`config.mk`:
```
export PLATFORM = sky130hd
export DESIGN_NAME = quiz_round_ctrl
export DESIGN_NICKNAME = d
export VERILOG_FILES = /design/src/rtl/quiz_round_ctrl.sv
export SDC_FILE = /design/constraint.sdc
export NUM_CORES = 1
export LEC_CHECK = 0
export ABC_CLOCK_PERIOD_IN_PS = 4910
export CAP_MARGIN = 20
export CORE_MARGIN = 4
export CORE_UTILIZATION = 45
export CTS_CLUSTER_DIAMETER = 100
export DETAILED_ROUTE_END_ITERATION = 7
export GPL_TIMING_DRIVEN = 0
export PLACE_DENSITY = 0.65
export SYNTH_ARGS = -nofsm -noshare
export SYNTH_HDL_FRONTEND = slang
export SYNTH_SLANG_ARGS = --single-unit
```
`constraint.sdc`:
```
create_clock -name clk -period 4.91 [get_ports clk]
set_clock_uncertainty 0.1 [all_clocks]
set_input_delay 0.982 -clock clk [delete_from_list [all_inputs] [get_ports clk]]
set_output_delay 0.982 -clock clk [all_outputs]
set_load 0.01 [all_outputs]
```
`src/rtl/quiz_round_ctrl.sv`:
```
// quiz_round_ctrl
// Multi-player quiz round controller. Active-low remote buttons are
// synchronised and edge-detected. The first valid press in a cycle wins
// arbitration and is judged against the latched answer. Per-player scores
// saturate at their maximum. A wrong answer locks that player out for the
// rest of the round, and the round ends on a correct answer, when every
// player is locked out, or on timeout. After a fixed reveal period the
// block pulses next_prob to advance the problem sequencer.
module quiz_round_ctrl #(
  parameter int  NUM_PLAYERS    = 2,
  parameter int  NUM_CHOICES    = 4,
  parameter int  SCORE_W        = 4,
  parameter int  TIMEOUT_CYCLES = 1000,
  parameter int  REVEAL_CYCLES  = 4,
  localparam int CHOICE_W       = $clog2(NUM_CHOICES + 1),
  localparam int PLAYER_W       = $clog2(NUM_PLAYERS + 1)
) (
  input  logic                            clk,
  input  logic                            rst,
  input  logic                            start,
  input  logic                            clr_scores,
  input  logic [CHOICE_W-1:0]             prob,
  input  logic [NUM_PLAYERS*NUM_CHOICES-1:0] rm_in_bcd,
  output logic [NUM_PLAYERS*SCORE_W-1:0]  scores,
  output logic [PLAYER_W-1:0]             winner,
  output logic [NUM_PLAYERS-1:0]          lockout,
  output logic                            busy,
  output logic                            next_prob
);

  localparam int BTN_W     = NUM_PLAYERS * NUM_CHOICES;
  localparam int TIMER_MAX = (TIMEOUT_CYCLES > REVEAL_CYCLES) ? TIMEOUT_CYCLES : REVEAL_CYCLES;
  localparam int TIMER_W   = $clog2(TIMER_MAX + 1);

  localparam logic [TIMER_W-1:0]     TIMEOUT_LAST = TIMER_W'(TIMEOUT_CYCLES - 1);
  localparam logic [TIMER_W-1:0]     REVEAL_LAST  = TIMER_W'(REVEAL_CYCLES - 1);
  localparam logic [SCORE_W-1:0]     SCORE_MAX    = '1;
  localparam logic [NUM_PLAYERS-1:0] ALL_LOCKED   = '1;
  localparam logic [CHOICE_W-1:0]    CHOICE_MAX   = CHOICE_W'(NUM_CHOICES);

  // Round states
  localparam logic [1:0] S_IDLE    = 2'd0;
  localparam logic [1:0] S_ARMED   = 2'd1;
  localparam logic [1:0] S_REVEAL  = 2'd2;
  localparam logic [1:0] S_ADVANCE = 2'd3;

  logic [1:0]                     state;
  logic [BTN_W-1:0]               sync1;
  logic [BTN_W-1:0]               sync2;
  logic [BTN_W-1:0]               prev;
  logic [BTN_W-1:0]               press;
  logic [TIMER_W-1:0]             timer;
  logic [CHOICE_W-1:0]            answer;
  logic [SCORE_W-1:0]             score [NUM_PLAYERS];

  logic                           answer_ok;
  logic [NUM_PLAYERS-1:0]         press_valid;
  logic [NUM_PLAYERS*CHOICE_W-1:0] press_choice;
  logic                           arb_found;
  logic                           arb_correct;
  logic [NUM_PLAYERS-1:0]         arb_onehot;
  logic [PLAYER_W-1:0]            arb_player;
  logic [NUM_PLAYERS-1:0]         lock_next;

  // Two-flop synchroniser plus previous-value register; released buttons read as ones
  always_ff @(posedge clk or posedge rst) begin
    if (rst) begin
      sync1 <= '1;
      sync2 <= '1;
      prev  <= '1;
    end else begin
      sync1 <= rm_in_bcd;
      sync2 <= sync1;
      prev  <= sync2;
    end
  end

  // A falling edge on an active-low button is a new press
  assign press = prev & ~sync2;

  // Per-player decode: a press counts only when exactly one button edge and one button held
  always_comb begin
    int edge_cnt;
    int low_cnt;
    edge_cnt     = 0;
    low_cnt      = 0;
    press_valid  = '0;
    press_choice = '0;
    for (int p = 0; p < NUM_PLAYERS; p++) begin
      edge_cnt = 0;
      low_cnt  = 0;
      for (int c = 1; c <= NUM_CHOICES; c++) begin
        if (!sync2[(NUM_PLAYERS - p) * NUM_CHOICES - c]) begin
          low_cnt = low_cnt + 1;
        end
        if (press[(NUM_PLAYERS - p) * NUM_CHOICES - c]) begin
          edge_cnt = edge_cnt + 1;
          press_choice[p*CHOICE_W +: CHOICE_W] = CHOICE_W'(c);
        end
      end
      press_valid[p] = (edge_cnt == 1) && (low_cnt == 1);
    end
  end

  // An out-of-range latched answer means no press can ever be right
  assign answer_ok = (answer != '0) && (answer <= CHOICE_MAX);

  // Lowest-numbered unlocked player with a valid press wins the cycle
  always_comb begin
    arb_found   = 1'b0;
    arb_correct = 1'b0;
    arb_onehot  = '0;
    arb_player  = '0;
    for (int p = NUM_PLAYERS - 1; p >= 0; p--) begin
      if (press_valid[p] && !lockout[p]) begin
        arb_found     = 1'b1;
        arb_player    = PLAYER_W'(p + 1);
        arb_onehot    = '0;
        arb_onehot[p] = 1'b1;
        arb_correct   = answer_ok && (press_choice[p*CHOICE_W +: CHOICE_W] == answer);
      end
    end
    lock_next = lockout | arb_onehot;
  end

  // Round sequencing: timer, latched answer, winner and lockout
  always_ff @(posedge clk or posedge rst) begin
    if (rst) begin
      state   <= S_IDLE;
      timer   <= '0;
      answer  <= '0;
      winner  <= '0;
      lockout <= '0;
    end else begin
      case (state)
        S_IDLE: begin
          if (start) begin
            answer  <= prob;
            lockout <= '0;
            winner  <= '0;
            timer   <= '0;
            state   <= S_ARMED;
          end
        end
        S_ARMED: begin
          timer <= timer + 1'b1;
          if (arb_found && arb_correct) begin
            winner <= arb_player;
            timer  <= '0;
            state  <= S_REVEAL;
          end else begin
            if (arb_found) begin
              lockout <= lock_next;
            end
            if ((arb_found && (lock_next == ALL_LOCKED)) || (timer == TIMEOUT_LAST)) begin
              winner <= '0;
              timer  <= '0;
              state  <= S_REVEAL;
            end
          end
        end
        S_REVEAL: begin
          if (timer == REVEAL_LAST) begin
            timer <= '0;
            state <= S_ADVANCE;
          end else begin
            timer <= timer + 1'b1;
          end
        end
        S_ADVANCE: begin
          state <= S_IDLE;
        end
        default: begin
          state <= S_IDLE;
        end
      endcase
    end
  end

  // Saturating per-player scores; clearing is only accepted between rounds
  always_ff @(posedge clk or posedge rst) begin
    if (rst) begin
      for (int p = 0; p < NUM_PLAYERS; p++) begin
        score[p] <= '0;
      end
    end else if ((state == S_IDLE) && clr_scores) begin
      for (int p = 0; p < NUM_PLAYERS; p++) begin
        score[p] <= '0;
      end
    end else if ((state == S_ARMED) && arb_found && arb_correct) begin
      for (int p = 0; p < NUM_PLAYERS; p++) begin
        if (arb_onehot[p] && (score[p] != SCORE_MAX)) begin
          score[p] <= score[p] + 1'b1;
        end
      end
    end
  end

  // Pack the scores with player 1 in the least significant field
  always_comb begin
    scores = '0;
    for (int p = 0; p < NUM_PLAYERS; p++) begin
      scores[p*SCORE_W +: SCORE_W] = score[p];
    end
  end

  assign busy      = (state != S_IDLE);
  assign next_prob = (state == S_ADVANCE);

endmodule
```
* Word level (Yosys, flattened, before mapping)
Cells that the tools add are included.
Storage, ports and cells: flip-flop bits (word level) 51, word-level logic and storage cells 131, input bits 15, output and inout port bits 14
Operators by class: muxes and demuxes 51, order comparisons 1, bitwise gates (word level) 3, equal/unequal tests 19, reduce and logical (&&, ||, !) cells 32, add/sub/neg operators 15
Operators with widths (count):
- $add 32x2->32 const B | 12
- $mux 32 | 12
- $eq 32x2->1 const B | 4
- $mux 10 | 4
- $pmux 10 s3 | 1
- $mux 2 | 11
- $mux 3 | 6
- $mux 8 | 2
- $logic_and 1x1->1 | 14
- $add 10x1->10 const B | 1
- $eq 10x10->1 const B | 1
- $eq 10x2->1 const B | 1
- $mux 1 | 10
- $reduce_bool 2->1 | 5
- $add 4x1->4 const B | 2
- $and 8x8->8 | 1
- $mux 4 | 2
- $ne 2x2->1 const B | 4
- $ne 4x4->1 const B | 2
- $not 8->8 | 1
- $pmux 2 s2 | 2
- $pmux 2 s4 | 1
- $reduce_and 2->1 | 4
- $eq 2x2->1 const B | 3
- other kinds (11) | 15

* Depth between registers and ports, before layout
word-level depth 21, gate-level depth with buffers 14, mapped depth without buffers 14

* Least setup slack after synthesis
Ideal clock, no wire load.
path type register to register, start point reg sync2[6], end point reg winner[1], cell stages (with the launch flop) 13, setup slack 1.284 ns, library setup time 0.125 ns, data required time 4.685 ns, data arrival time 3.401 ns, buffers on the path 0, period minus slack after synthesis 3.626 ns, path through dfstp_2 nand2b_1 ha_1 xnor2_1 ha_1 or3b_2 o221ai_1 o31ai_1 or4_4 o2111ai_2 and3_4 nor2_1 mux2_4
On the way: cells in the longest elaborated chain, start to end 17, elaborated cells on any way between the ends 33, those cells by class 4 x add/sub; 5 x eq/ne; 14 x mux; 3 x bitwise; 7 x reduce/logical
Ends and longest elaborated chain:
- start: declaration | line 49 | logic [BTN_W-1:0] sync2;
- start signal: assignment | line 73 | sync2 <= sync1;
- $not 8->8 | line 79 | assign press = prev & ~sync2;
- $and 8x8->8 | line 79
- $mux 32 | line 96 | if (press[(NUM_PLAYERS - p) * NUM_CHOICES - c]) begin
- $add 32x2->32 | line 97 | edge_cnt = edge_cnt + 1;
- $mux 32 | line 96
- $add 32x2->32 | line 97
- $mux 32 | line 96
- $eq 32x2->1 | line 101 | press_valid[p] = (edge_cnt == 1) && (low_cnt == 1);
- $logic_and 1x1->1 | line 101
- $logic_and 1x1->1 | line 115 | if (press_valid[p] && !lockout[p]) begin
- $mux 2 | line 115
- $or 2x2->2 | line 123 | lock_next = lockout | arb_onehot;
- $eq 2x2->1 | line 155 | if ((arb_found && (lock_next == ALL_LOCKED)) || (timer == TIMEOUT_LAST)) begin
- $logic_and 1x1->1 | line 155
- $logic_or 1x1->1 | line 155
- $ne 3x3->1 (no line)
- $reduce_and 3->1 (no line)
- end signal: assignment | line 148 | winner <= arb_player;
- end: declaration | line 25 | output logic [PLAYER_W-1:0] winner,
Several ways; a longest one is shown, not always the timed one. A chain may end at the register's enable or synchronous reset.

* Worst setup path after layout
start point reg sync2[6], end point reg timer[0]
On the way: cells in the longest elaborated chain, start to end 18, elaborated cells on any way between the ends 32, those cells by class 4 x add/sub; 4 x eq/ne; 15 x mux; 3 x bitwise; 6 x reduce/logical
Ends and longest elaborated chain:
- $not 8->8 | line 79
- $and 8x8->8 | line 79
- $mux 32 | line 96
- $add 32x2->32 | line 97
- $mux 32 | line 96
- $add 32x2->32 | line 97
- $mux 32 | line 96
- $eq 32x2->1 | line 101
- [... 2 more ...]
- $mux 2 | line 115
- $or 2x2->2 | line 123
- $eq 2x2->1 | line 155
- $logic_and 1x1->1 | line 155
- $logic_or 1x1->1 | line 155
- $mux 10 | line 155
- $mux 10 * | line 147 | if (arb_found && arb_correct) begin
- $pmux 10 s3 * | line 135 | case (state)
- end signal: assignment | line 146 | timer <= timer + 1'b1;
- end signal: assignment | line 167 | timer <= timer + 1'b1;
- end: declaration | line 52 | logic [TIMER_W-1:0] timer;
Mark *: on every way between the ends. The rest lies on a longest branch, timed or not.

==> results_dict.tcl <==
set metrics [dict create \
    finalHoldViolations 0 \
    syn_nets 311 \
    synthCells 275 \
    r2r_slack_ns 0.95 \
    synth-main-ff-cell "dfrtp_1" \
    ant_nets 0 \
    worstPathArrival_ns 4.05 \
    synthArstFlopShare_pct 100.0 \
    maxCapViolations 0 \
    nFillCells 572 \
    max_freq_mhz 252.4 \
    synth_area_sq_um 2923 \
    place_congestion 0.8260 \
    synth-seq-cells 51 \
    clkSinkCount 51 \
    wirelength_microns 5654 \
    cts_resized 0 \
    layout.nets 347 \
    post_drt_via_cell_ratio 5.514 \
    syn_to_final_growth_pct 16.82 \
    avgSynthCellArea_sq_um 10.63 \
    post-dp-hpwl_microns 4161 \
    wl_per_cell_microns 14.53 \
    floorplan.initialDensity_pct 46.29 \
    dieArea_sq_um 7848 \
    die_w_microns 88.59 \
    hold_class "reg -> reg" \
    ios 29 \
    p_int_uw 815.7 \
    grt_overflow 0 \
    synth_edf_count 0 \
    startpoint_type "flip-flop" \
    fin_crit_sh_pct 80.69 \
    worstPathMaxFanout 10 \
    critPathRequiredTime_ns 5.00 \
    layout_commonest_cell "clkdlybuf4s50_1" \
    vdd_drop_max_uv 189.0 \
    fin_tns_setup_ns 0 \
    path_class "reg -> reg" \
    end_kind "flip-flop" \
    crit_chain "nand2b_1, ha_1, xnor2_1, ha_1, or3b_2, o221ai_1, o31ai_1, nor4_1, o21ai_1, a32oi_4, nor2_4, mux2_2" \
    antenna_cells 0 \
    fp.coreArea_sq_um 6314 \
    critPathBufInv 0 \
    grt_pass1_vias 2149 \
    report.final.slew_viol_count 0 \
    dpl-instance-area_sq_um 3319 \
    synthDistinctLibCells 61 \
    power_density_nw_per_um2 367.7 \
    vias 2145 \
    p_sw_uw 440.0 \
    cts_setup_buffers 0 \
    cp_common_cell "ha_1" \
    first_iter_violations 70 \
    htree_levels 2 \
    cp_slowest_cell "dfstp_2" \
    worst_slew_pin_slew_ns 0.4510 \
    slowest_delay_ns 0.57 \
    path_delay_family "simple AND/OR/NAND/NOR gates" \
    portBuffers 28 \
    run_status "finished, final reports clean" \
    clk-insertion-delay-late_ns 0.31 \
    clockBufferDepth 2 \
    swShare_pct 35.04 \
    grt_max_degree 36 \
    final_cell_mix "28 x clkdlybuf4s50_1, 27 x dfrtp_1, 24 x dfstp_2, 21 x nor2_1, 21 x ha_1" \
    finalSetupViolations 0 \
    clkTransAtPathRegs_ns 0.10 \
    seq_power_share_pct 41.7 \
    numCtsBuffers 5 \
    drt_first_pass_iters 4 \
    synth-seq-area-share_pct 44.69 \
    grt_pass1_wl_microns 9832 \
    drc 0 \
    yosysWarnings 0 \
    combPwrFrac_pct 38.2 \
    clock_power_share_pct 20.2 \
    final_cell_area_sq_um 3415 \
    p_leak_nw 1.459 \
    drive_gt1_share_pct 17.31 \
    grtUsageTotal_pct 15.81 \
    final.min_clock_period_ns 3.962 \
    slew_headroom_pct 69.68 \
    grt_antenna_before_repair 0 \
    cts-hold-fix-buffers 0 \
    rsz0062_at_grt "no" \
    die_y_microns 88.59 \
    core.rowCount 29 \
    cts_tree "yes" \
    root_buffer "clkbuf_8" \
]
## through the flow
| step | util (%) | power (mW) | std cells | worst slack [ns] | hold slack, ns |
|---|---|---|---|---|---|
| floorplan | - | 0.8777 | 275 | 1.284 | 0.2452 |
| global placement | 52.26 | 0.9975 | 380 | 1.044 | 0.2455 |
| detailed placement | 52.58 | 1.011 | 381 | 0.9734 | 0.2468 |
| CTS | 54.08 | 1.270 | 389 | 0.9415 | 0.2483 |
| global route | 54.08 | 1.352 | 389 | 0.6535 | 0.2621 |
| finish | 54.08 | 1.256 | 389 | 0.9482 | 0.2511 |
## power by group through the flow
stage          combinational, mW  clock (mW)  sequential (mW)
2_1_floorplan              0.358           0            0.520
5_1_grt                    0.541       0.280            0.531
6_report                   0.479       0.253            0.523
4_1_cts                    0.485       0.263            0.522
3_3_place_gp               0.471           0            0.527
3_5_place_dp               0.481           0            0.529
## cell type report
cell class,instances,area [sq um],share of cell area [%]
Sequential cell,51,1306,38.26
Clock inverter,1,8.758,0.2565
Clock buffer,7,86.33,2.528
Tap cell,77,96.34,2.822
Buffer,4,23.77,0.6962
Multi-Input combinational cell,199,1514,44.34
Inverter,21,78.83,2.309
Timing Repair Buffer,29,300.3,8.794
## final timing paths
kind | start | to | cells past startpoint
worst max register to register | sync2[6]$_DFF_PP1_ | timer[0]$_DFFE_PP0P_ | 12
max in group asynchronous | rst | sync1[7]$_DFF_PP1_ | 3
worst min-delay path | sync1[7]$_DFF_PP1_ | sync2[7]$_DFF_PP1_ | 0
worst max-delay path | sync2[6]$_DFF_PP1_ | timer[0]$_DFFE_PP0P_ | 12
min in group asynchronous | rst | timer[5]$_DFFE_PP0P_ | 2
worst min register to register | sync1[7]$_DFF_PP1_ | sync2[7]$_DFF_PP1_ | 0
## logic make-up after synthesis
logic type               Yosys count  synth area share [%]
adder cells (fa/ha/maj)           21                 8.990
multiplexers                      11                 4.281
AO/OA/AOI/OAI                     54                 14.90
AND/OR/NAND/NOR                  101                 20.03
XOR/XNOR                          12                 3.596
flip-flops                        51                 44.69
buffers and inverters             25                 3.510
## sequential cells by signal, indices dropped and copies added (netlist names)
signal / flops
winner: 2
scores: 8
sync2: 8
state: 2
timer: 10
answer: 3
lockout: 2
prev: 8
sync1: 8
## layer usage
| layer | vias up | wire length (microns) | global-route usage [%] |
|---|---|---|---|
| met5 | - | 0 | 0 |
| li1 | 1061 | - | - |
| met3 | 6 | 178 | 2.980 |
| met1 | 1038 | 2684 | 21.75 |
| met2 | 40 | 2712 | 25.49 |
| met4 | 0 | 78 | 4.533 |
## cells in the mapped netlist (all sizes together), types with 2 or more instances
cell | number | area [sq um]
dfrtp | 27 | 675.7
dfstp | 24 | 630.6
nor2 | 22 | 90.09
ha | 21 | 262.8
inv | 21 | 78.83
nor2b | 14 | 87.58
o21ai | 14 | 70.07
nand2 | 12 | 45.04
xnor2 | 10 | 87.58
a22o | 8 | 70.07
and3 | 8 | 55.05
nand2b | 8 | 57.55
nand3 | 8 | 40.04
mux2 | 6 | 75.07
mux2i | 5 | 50.05
nor3 | 5 | 30.03
nand3b | 4 | 30.03
nor3b | 4 | 30.03
o31ai | 4 | 30.03
or3 | 4 | 31.28
a211oi | 3 | 22.52
a2bb2oi | 3 | 26.28
a31oi | 3 | 18.77
and2 | 3 | 18.77
buf | 3 | 20.01
nand4 | 3 | 18.77
a211o | 2 | 17.52
nor4 | 2 | 12.51
xor2 | 2 | 17.52
## worst register-to-register path, delay by kind of cell, from the launching register on
kind                       cells  cell delay, ns
xor gates and xnor gates       1            0.16
and+or+nand+nor                4            1.17
AOI/OAI and AO/OA              4            0.94
adders and majority gates      2            0.63
muxes                          1            0.28
DFF                            1            0.57
Power figures use the tool's default switching activity.
